### config.mk
export PLATFORM = sky130hd
export DESIGN_NAME = iic_ctrl_fsm_flat
export DESIGN_NICKNAME = d
export VERILOG_FILES = /design/src/rtl/iic_ctrl_fsm_if.sv /design/src/rtl/iic_ctrl_fsm.sv /design/src/flat_wrapper.sv
export SDC_FILE = /design/constraint.sdc
export NUM_CORES = 1
export LEC_CHECK = 0
export CAP_MARGIN = 20
export CORE_MARGIN = 4
export CORE_UTILIZATION = 54
export CTS_CLUSTER_DIAMETER = 120
export CTS_CLUSTER_SIZE = 24
export DETAILED_ROUTE_END_ITERATION = 8
export PLACE_DENSITY_LB_ADDON = 0.25
export RECOVER_POWER = 100
export SLEW_MARGIN = 40
export SYNTH_ARGS = -nofsm -noshare
export SYNTH_HDL_FRONTEND = slang
export SYNTH_SLANG_ARGS = --single-unit
### constraint.sdc
create_clock -name iic_clk_c -period 3.24 [get_ports iic_clk_c]
set_input_delay 0.648 -clock iic_clk_c [delete_from_list [all_inputs] [get_ports iic_clk_c]]
set_output_delay 0.648 -clock iic_clk_c [all_outputs]
set_load 0.01 [all_outputs]
### src/rtl/iic_ctrl_fsm_if.sv
// Bus-side handshake for the I2C slave control FSM: detector strobes and
// synchronised SDA into the slave, ACK drive enable back out.
interface iic_ctrl_fsm_if;
  logic iic_start_det;
  logic iic_stop_det;
  logic iic_scl_rise;
  logic sda_in;
  logic iic_sda_oe;

  modport master (
    output iic_start_det,
    output iic_stop_det,
    output iic_scl_rise,
    output sda_in,
    input  iic_sda_oe
  );

  modport slave (
    input  iic_start_det,
    input  iic_stop_det,
    input  iic_scl_rise,
    input  sda_in,
    output iic_sda_oe
  );
endinterface

### src/rtl/iic_ctrl_fsm.sv
// I2C slave frame controller: tracks CMD/address/data slots, decodes the
// device select, and drives ACK and frame-reset controls.
module iic_ctrl_fsm #(
  parameter logic [3:0] DEV_CODE    = 4'b1010,
  parameter logic [2:0] IIC_IDLE    = 3'b000,
  parameter logic [2:0] IIC_CMD     = 3'b001,
  parameter logic [2:0] IIC_ADDR_HB = 3'b010,
  parameter logic [2:0] IIC_ADDR_LB = 3'b011,
  parameter logic [2:0] IIC_DAT_RD  = 3'b100,
  parameter logic [2:0] IIC_WAIT    = 3'b101,
  parameter logic [2:0] IIC_DAT_WR  = 3'b110
) (
  input  logic                 iic_clk_c,
  input  logic                 iic_sys_rst_n,
  iic_ctrl_fsm_if.slave        bus,
  input  logic [2:0]           iic_dev_sel,
  output logic [2:0]           iic_curr_state,
  output logic [3:0]           iic_bit_cnt,
  output logic                 iic_bitcnt_is_0,
  output logic                 iic_bitcnt_is_1,
  output logic                 iic_bitcnt_is_2,
  output logic [1:0]           iic_byte_cnt,
  output logic                 iic_frm_rst_n,
  output logic                 iic_rw
);

  logic [2:0] r_state;
  logic [3:0] r_bit_cnt;
  logic [1:0] r_byte_cnt;
  logic [7:0] r_cmd_sr;
  logic       r_rw;
  logic       r_sda_oe;
  logic       r_frm_rst_n;

  logic [2:0] w_nxt_state;
  logic [3:0] w_nxt_cnt;
  logic [1:0] w_nxt_byte;
  logic [7:0] w_nxt_sr;
  logic       w_nxt_rw;
  logic       w_nxt_oe;
  logic       w_active;
  logic       w_match_cur;
  logic       w_match_nxt;

  function automatic logic cmd_match(input logic [7:0] c, input logic [2:0] sel);
    return (c[7:4] == DEV_CODE) && (c[3:1] == sel);
  endfunction

  assign w_active    = (r_state != IIC_IDLE) && (r_state != IIC_WAIT);
  assign w_match_cur = cmd_match(r_cmd_sr, iic_dev_sel);
  assign w_match_nxt = cmd_match(w_nxt_sr, iic_dev_sel);

  // START beats STOP, and both beat a coincident SCL strobe.
  always_comb begin
    w_nxt_state = r_state;
    w_nxt_cnt   = r_bit_cnt;
    w_nxt_byte  = r_byte_cnt;
    w_nxt_sr    = r_cmd_sr;
    w_nxt_rw    = r_rw;
    if (bus.iic_start_det) begin
      w_nxt_state = IIC_CMD;
      w_nxt_cnt   = 4'd8;
      w_nxt_byte  = 2'd0;
      w_nxt_sr    = 8'd0;
      w_nxt_rw    = 1'b0;
    end else if (bus.iic_stop_det) begin
      w_nxt_state = IIC_IDLE;
      w_nxt_cnt   = 4'd8;
    end else if (bus.iic_scl_rise && w_active) begin
      if (r_bit_cnt != 4'd0) begin
        w_nxt_cnt = r_bit_cnt - 4'd1;
        if (r_state == IIC_CMD) begin
          w_nxt_sr = {r_cmd_sr[6:0], bus.sda_in};
          if (r_bit_cnt == 4'd1) w_nxt_rw = bus.sda_in;
        end
      end else begin
        w_nxt_cnt = 4'd8;
        case (r_state)
          IIC_CMD: begin
            if (!w_match_cur)     w_nxt_state = IIC_WAIT;
            else if (r_cmd_sr[0]) w_nxt_state = IIC_DAT_RD;
            else                  w_nxt_state = IIC_ADDR_HB;
          end
          IIC_ADDR_HB: w_nxt_state = IIC_ADDR_LB;
          IIC_ADDR_LB: w_nxt_state = IIC_DAT_WR;
          IIC_DAT_WR: begin
            w_nxt_state = IIC_DAT_WR;
            w_nxt_byte  = r_byte_cnt + 2'd1;
          end
          IIC_DAT_RD: begin
            w_nxt_state = bus.sda_in ? IIC_WAIT : IIC_DAT_RD;
            w_nxt_byte  = r_byte_cnt + 2'd1;
          end
          default: w_nxt_state = IIC_IDLE;
        endcase
      end
    end
  end

  // ACK drive is registered, so it is decided from the state being entered.
  assign w_nxt_oe = (w_nxt_cnt == 4'd0) &&
                    ((w_nxt_state == IIC_ADDR_HB) ||
                     (w_nxt_state == IIC_ADDR_LB) ||
                     (w_nxt_state == IIC_DAT_WR)  ||
                     ((w_nxt_state == IIC_CMD) && w_match_nxt));

  always_ff @(posedge iic_clk_c or negedge iic_sys_rst_n) begin
    if (!iic_sys_rst_n) begin
      r_state     <= IIC_IDLE;
      r_bit_cnt   <= 4'd8;
      r_byte_cnt  <= 2'd0;
      r_cmd_sr    <= 8'd0;
      r_rw        <= 1'b0;
      r_sda_oe    <= 1'b0;
      r_frm_rst_n <= 1'b1;
    end else begin
      r_state     <= w_nxt_state;
      r_bit_cnt   <= w_nxt_cnt;
      r_byte_cnt  <= w_nxt_byte;
      r_cmd_sr    <= w_nxt_sr;
      r_rw        <= w_nxt_rw;
      r_sda_oe    <= w_nxt_oe;
      r_frm_rst_n <= ~(bus.iic_start_det | bus.iic_stop_det);
    end
  end

  assign iic_curr_state  = r_state;
  assign iic_bit_cnt     = r_bit_cnt;
  assign iic_bitcnt_is_0 = (r_bit_cnt == 4'd0);
  assign iic_bitcnt_is_1 = (r_bit_cnt == 4'd1);
  assign iic_bitcnt_is_2 = (r_bit_cnt == 4'd2);
  assign iic_byte_cnt    = r_byte_cnt;
  assign iic_frm_rst_n   = r_frm_rst_n;
  assign iic_rw          = r_rw;
  assign bus.iic_sda_oe  = r_sda_oe;

endmodule

### src/flat_wrapper.sv
// flat-port wrapper written by rule: the top's interface ports become plain ports
module iic_ctrl_fsm_flat 
#(
  parameter logic [3:0] DEV_CODE    = 4'b1010,
  parameter logic [2:0] IIC_IDLE    = 3'b000,
  parameter logic [2:0] IIC_CMD     = 3'b001,
  parameter logic [2:0] IIC_ADDR_HB = 3'b010,
  parameter logic [2:0] IIC_ADDR_LB = 3'b011,
  parameter logic [2:0] IIC_DAT_RD  = 3'b100,
  parameter logic [2:0] IIC_WAIT    = 3'b101,
  parameter logic [2:0] IIC_DAT_WR  = 3'b110
)
  (iic_clk_c, iic_sys_rst_n, iic_dev_sel, iic_curr_state, iic_bit_cnt, iic_bitcnt_is_0, iic_bitcnt_is_1, iic_bitcnt_is_2, iic_byte_cnt, iic_frm_rst_n, iic_rw, bus_iic_start_det, bus_iic_stop_det, bus_iic_scl_rise, bus_sda_in, bus_iic_sda_oe);
  iic_ctrl_fsm_if bus_i ();
  input  logic iic_clk_c;
  input  logic iic_sys_rst_n;
  input  logic [2:0] iic_dev_sel;
  output logic [2:0] iic_curr_state;
  output logic [3:0] iic_bit_cnt;
  output logic iic_bitcnt_is_0;
  output logic iic_bitcnt_is_1;
  output logic iic_bitcnt_is_2;
  output logic [1:0] iic_byte_cnt;
  output logic iic_frm_rst_n;
  output logic iic_rw;
  input wire logic [$bits(bus_i.iic_start_det)-1:0] bus_iic_start_det;
  input wire logic [$bits(bus_i.iic_stop_det)-1:0] bus_iic_stop_det;
  input wire logic [$bits(bus_i.iic_scl_rise)-1:0] bus_iic_scl_rise;
  input wire logic [$bits(bus_i.sda_in)-1:0] bus_sda_in;
  output wire logic [$bits(bus_i.iic_sda_oe)-1:0] bus_iic_sda_oe;
  assign bus_i.iic_start_det = bus_iic_start_det;
  assign bus_i.iic_stop_det = bus_iic_stop_det;
  assign bus_i.iic_scl_rise = bus_iic_scl_rise;
  assign bus_i.sda_in = bus_sda_in;
  assign bus_iic_sda_oe = bus_i.iic_sda_oe;
  iic_ctrl_fsm #(.DEV_CODE(DEV_CODE), .IIC_IDLE(IIC_IDLE), .IIC_CMD(IIC_CMD), .IIC_ADDR_HB(IIC_ADDR_HB), .IIC_ADDR_LB(IIC_ADDR_LB), .IIC_DAT_RD(IIC_DAT_RD), .IIC_WAIT(IIC_WAIT), .IIC_DAT_WR(IIC_DAT_WR)) u_core (.iic_clk_c(iic_clk_c), .iic_sys_rst_n(iic_sys_rst_n), .bus(bus_i), .iic_dev_sel(iic_dev_sel), .iic_curr_state(iic_curr_state), .iic_bit_cnt(iic_bit_cnt), .iic_bitcnt_is_0(iic_bitcnt_is_0), .iic_bitcnt_is_1(iic_bitcnt_is_1), .iic_bitcnt_is_2(iic_bitcnt_is_2), .iic_byte_cnt(iic_byte_cnt), .iic_frm_rst_n(iic_frm_rst_n), .iic_rw(iic_rw));
endmodule
# Word level (Yosys, flattened, before mapping)
# Cells that the tools add are included.
# classes
n_addsub	2
muxes	28
reduce_logical	23
n_eq_ne	18
bitwise	2
# ops
op	count
2-to-1 mux 8 bit	5
2-to-1 mux 3 bit	6
2-to-1 mux 4 bit	4
equality test 3 x 2 -> 1 bit, second input constant	4
one-hot mux 3 bit (4 select lines)	1
2-to-1 mux 2 bit	5
nonzero test 2 bit	5
equality test 3 bit, second input constant	3
equality test 4 bit, second input constant	2
zero test 4 bit	2
AND reduction 4 bit	2
2-to-1 mux 1 bit	7
equality test 3 x 1 -> 1 bit, second input constant	2
equality test 3 bit	2
logical AND 1 bit	6
AND reduction 5 bit	1
equality test 4 x 1 -> 1 bit, second input constant	1
equality test 4 x 2 -> 1 bit, second input constant	1
inequality test 2 bit, second input constant	2
nonzero test 4 bit	1
OR reduction 2 bit	2
subtractor 4 x 1 -> 4 bit, second input constant	1
logical OR 1 bit	3
inequality test 3 bit, second input constant	1
4 further kinds	4
# totals
out_inout_bits	15
ff_bits	20

# Depth between registers and ports, before layout
# depth
word_depth	13
mapped_depth	7
depth_no_buf	6

# Worst setup path after synthesis
# OpenSTA, ideal clock, no wires.
# synth_path
path_type	register to register
startpoint	reg u_core.r_bit_cnt[1], in the netlist u_core.iic_bit_cnt[1]
endpoint	reg u_core.r_sda_oe, in the netlist u_core.bus.iic_sda_oe
period_less_slack_ns	1.945
path_slack_ns	1.295
arrival_ns	1.826
stages_incl_launch_ff	8
n_path_buf	1
t_required_ns	3.121
path_cell_list	dfrtp_1 -> nor4_4 -> nand4bb_4 -> buf_6 -> mux2i_1 -> o21ai_0 -> and4_1 -> o21a_1
# synth_via
elab_chain_len	10
# synth_lines
item	line_no	rtl
start, declared	iic_ctrl_fsm.sv:28	logic [3:0] r_bit_cnt;
start signal, assigned	iic_ctrl_fsm.sv:118	r_bit_cnt <= w_nxt_cnt;
parallel branches: the longest is 9 deep, another holds subtractor 4 x 1 -> 4 bit	--	
logical AND 1 bit (*)	iic_ctrl_fsm.sv:101	assign w_nxt_oe = (w_nxt_cnt == 4'd0) &&
via u_core.w_nxt_oe	iic_ctrl_fsm.sv:40	logic w_nxt_oe;
end signal, assigned	iic_ctrl_fsm.sv:122	r_sda_oe <= w_nxt_oe;
end, declared	iic_ctrl_fsm.sv:32	logic r_sda_oe;
# Mark *: on every way through the listed nets, which the timed path passes. The select of a mux whose other input is x is not followed.
# A chain may end at the register's enable or synchronous reset.

# Worst setup path after layout
# layout_path
startpoint	in bus_iic_stop_det
endpoint	reg u_core.r_sda_oe, in the netlist u_core.bus.iic_sda_oe
# layout_via
elab_chain_len	7
# layout_lines
item	line_no	rtl
start, declared	flat_wrapper.sv:27	input wire logic [$bits(bus_i.iic_stop_det)-1:0] bus_iic_stop_det;
2-to-1 mux 8 bit / 2-to-1 mux 3 bit (equally long branches)	iic_ctrl_fsm.sv:66	end else if (bus.iic_stop_det) begin
2-to-1 mux 8 bit / 2-to-1 mux 3 bit (equally long branches)	iic_ctrl_fsm.sv:60	if (bus.iic_start_det) begin
equality test 4 bit (tied with other cells)	iic_ctrl_fsm.sv:46	return (c[7:4] == DEV_CODE) && (c[3:1] == sel);
logical AND 1 bit / logical OR 1 bit (equally long branches)	iic_ctrl_fsm.sv:46, iic_ctrl_fsm.sv:102	
logical AND 1 bit / logical OR 1 bit (equally long branches)	iic_ctrl_fsm.sv:105, iic_ctrl_fsm.sv:103	
logical OR 1 bit	iic_ctrl_fsm.sv:104	(w_nxt_state == IIC_DAT_WR) ||
logical AND 1 bit (*)	iic_ctrl_fsm.sv:101	
via u_core.w_nxt_oe	iic_ctrl_fsm.sv:40	
# The timed path passes the listed nets; every way through them passes the cells marked *. The select of a mux whose other input is x is not followed.

==> summary.md <==
| Metric | Value |
|---|---|
| Layout fillers | 172 |
| Post-synth EDFFs | 0 |
| Clk pin slew, worst setup/hold paths | 110 ps |
| Initial antenna violation count | 0 |
| Final Max Slew Viols | 0 |
| Register area | 503.0 um2 |
| WL final | 2.601 mm |
| Final Hold Fails | 0 |
| Design Power | 0.4802 mW |
| Register area share after synthesis | 42.77% |
| Total number of vias | 953 |
| Crit Path Max Fanout | 11 |
| Synth async-reset ratio | 100.0% |
| Hold-fix buffers, CTS | 0 |
| Total number of yosys warnings | 0 |
| Post-layout min period | 2841 ps |
| Vias in the first global route | 938 |
| Antenna cells | 0 |
| GPL Wtd Cong | 0.8592 |
| Most frequent cells in the layout | nor2_1, dfrtp_1, dlygate4sd3_1 |
| FP Rows | 16 |
| Fin Hold WS | 487.0 ps |
| Gates resized, CTS repair | 0 |
| Final net count | 147 |
| Input/output buffers | 23 |
| Worst Clk Skew | 4.395 ps |
| Total Routing Usage GR | 20.08% |
| Final ANT Viol Nets | 0 |
| Leakage | 0.6472 nW |
| Fmax | 352.0 MHz |
| Total grt overflow | 0 |
| Cell area after layout | 1400 um2 |
| Die area | 2989 um2 |
| Height of the die | 54.67 um |
| Max_slew headroom | 31.21% |
| Post-Syn Nets | 124 |
| Hold Path Class | input port to asynchronous set/reset pin |
| WP data required | 3490 ps |
| Worst VDD drop | 0.3221 mV |
| DR WL/cell | 15.86 um |
| #FFs+latches synth | 20 |
| Root buf cell | clkbuf_4 |
| Setup tns final | 0 ps |
| DR DRC count | 0 |
| Post CTS Setup Buffer Count | 0 |
| CP endpoint kind | flop |
| CTS max path bufs | 2 |
| Area of the core | 2022 um2 |
| Sinks on Clock Net | 20 |
| CP startpoint kind | input port |
| Num CTS Buffers | 3 |
| H-tree depth | 1 |
| I/O Pins | 24 |
| Area grow syn2layout | 19.04% |
| Library cells used by synthesis | 40 |
| Setup Crit Path Kind | input port to flop |
| Post-Syn Instances | 115 |
| Area of the multi-input gates | 588.1 um2 |
| Clock Latency Late Sink | 300 ps |
| First-pass GRT wire length | 4.215 mm |
| Outcome | completed |
| Die width | 54.67 um |
| Largest net degree at the start of global routing | 21 |
| CP arrival | 3090 ps |
| Drt initial violations | 22 |
| Layout cell share with drive strength beyond 1 | 7.299% |
| Setup-failing EPs final | 0 |
| Final period utilization | 87.68% |
| Most common cell after layout, fill and taps aside | nor2_1 |
| Initial Utilization | 58.17% |
| Dpl hpwl | 1.932 mm |
| Synthesized area | 1176 um2 |
| Total of max-cap violations | 0 |
| Post-Syn Area per Cell | 10.23 um2 |
| Least-Margin Pin Slew | 1032 ps |
| Power per Cell Area | 343.0 nW/um2 |
| CTS tree | done |
| Most used DFF post-synth | dfrtp_1 |
| DR pass1 iterations | 4 |
| Dpl cell area | 1400 um2 |
| Unrepaired setup endpoints after global routing | false |
| Via density per instance | 5.811 |
## metrics by stage
stage | cells | setup slack, ps | util [%]
final | 164 | 399.2 | 69.25
after detailed placement | 160 | 512.7 | 69.25
after global routing | 164 | 263.1 | 69.25
after CTS | 164 | 556.2 | 71.04
after floorplan | 115 | 1295 | -
after global placement | 160 | 663.2 | 69.49
## worst max-delay path, stage by stage
cell and delay [ps]:
dlygate4sd3_1 620, nor3b_4 250, nand4bb_1 560, mux2i_1 290
a221oi_1 360, and4_1 260, o21a_1 110
## sequential cells by signal (all words and copies together), names as in the netlist
| name | count |
|---|---|
| u_core.r_cmd_sr | 8 |
| u_core.iic_frm_rst_n | 1 |
| u_core.iic_byte_cnt | 2 |
| u_core.iic_curr_state | 3 |
| u_core.iic_bit_cnt | 4 |
| u_core.iic_rw | 1 |
| u_core.bus.iic_sda_oe | 1 |
## synth_stat cells, types with 2 or more instances
master,count,share of area (%)
buf_6,2,1.9
a21o_1,2,1.3
xor2_1,3,2.2
a21oi_1,5,2.1
dfstp_2,2,4.5
nand2b_1,4,2.1
nand2_1,2,0.64
nand3_1,4,1.7
o21ai_0,4,1.7
nor2_1,20,6.4
clkbuf_1,2,0.64
dfrtp_1,18,38
mux2i_1,10,8.5
xnor2_1,3,2.2
nand4_1,3,1.6
a31oi_1,2,1.1
inv_1,4,1.3
nor2b_1,2,1.1
or2_2,2,1.1
## routing by layer
layer	up-vias	track usage (%)	share of wire, %
met5	-	0	0
met4	0	11.20	1.8
li1	457	-	-
met1	462	25.51	43
met3	4	3.542	5.8
met2	30	31.89	49
## final cells by class
cell class | count | area share, %
clock buffers | 4 | 2.592
inverters | 4 | 1.072
multi-input cells | 86 | 42.00
flip-flops and latches | 20 | 35.92
well taps | 27 | 2.413
repair buffers | 23 | 16.00
## kinds of logic after synthesis
kind of cell	synth area share [%]
simple gates	26.49
compound gates	13.51
flops	42.77
mux	8.511
buf+inv	4.255
xor+xnor	4.469
## worst paths after layout
kind / end / startpoint / cells after the start / slack, ps
hold / removal: u_core.iic_bit_cnt[2] / iic_sys_rst_n / 1 / 490
min in group iic_clk_c: u_core.r_cmd_sr[7] / u_core.r_cmd_sr[7] / 2 / 560
setup reg to reg: u_core.bus.iic_sda_oe / u_core.iic_bit_cnt[1] / 6 / 750
max in group asynchronous: u_core.r_cmd_sr[5] / iic_sys_rst_n / 1 / 2130
setup / recovery: u_core.bus.iic_sda_oe / bus_iic_stop_det / 7 / 400
hold reg to reg: u_core.r_cmd_sr[7] / u_core.r_cmd_sr[7] / 2 / 560
## report_power, final
group	internal, mW	switching, mW
Sequential	0.255	0.00998
Combinational	0.0328	0.0363
Clock	0.0686	0.0771
Total	0.357	0.123
Power figures use the tool's default switching activity.
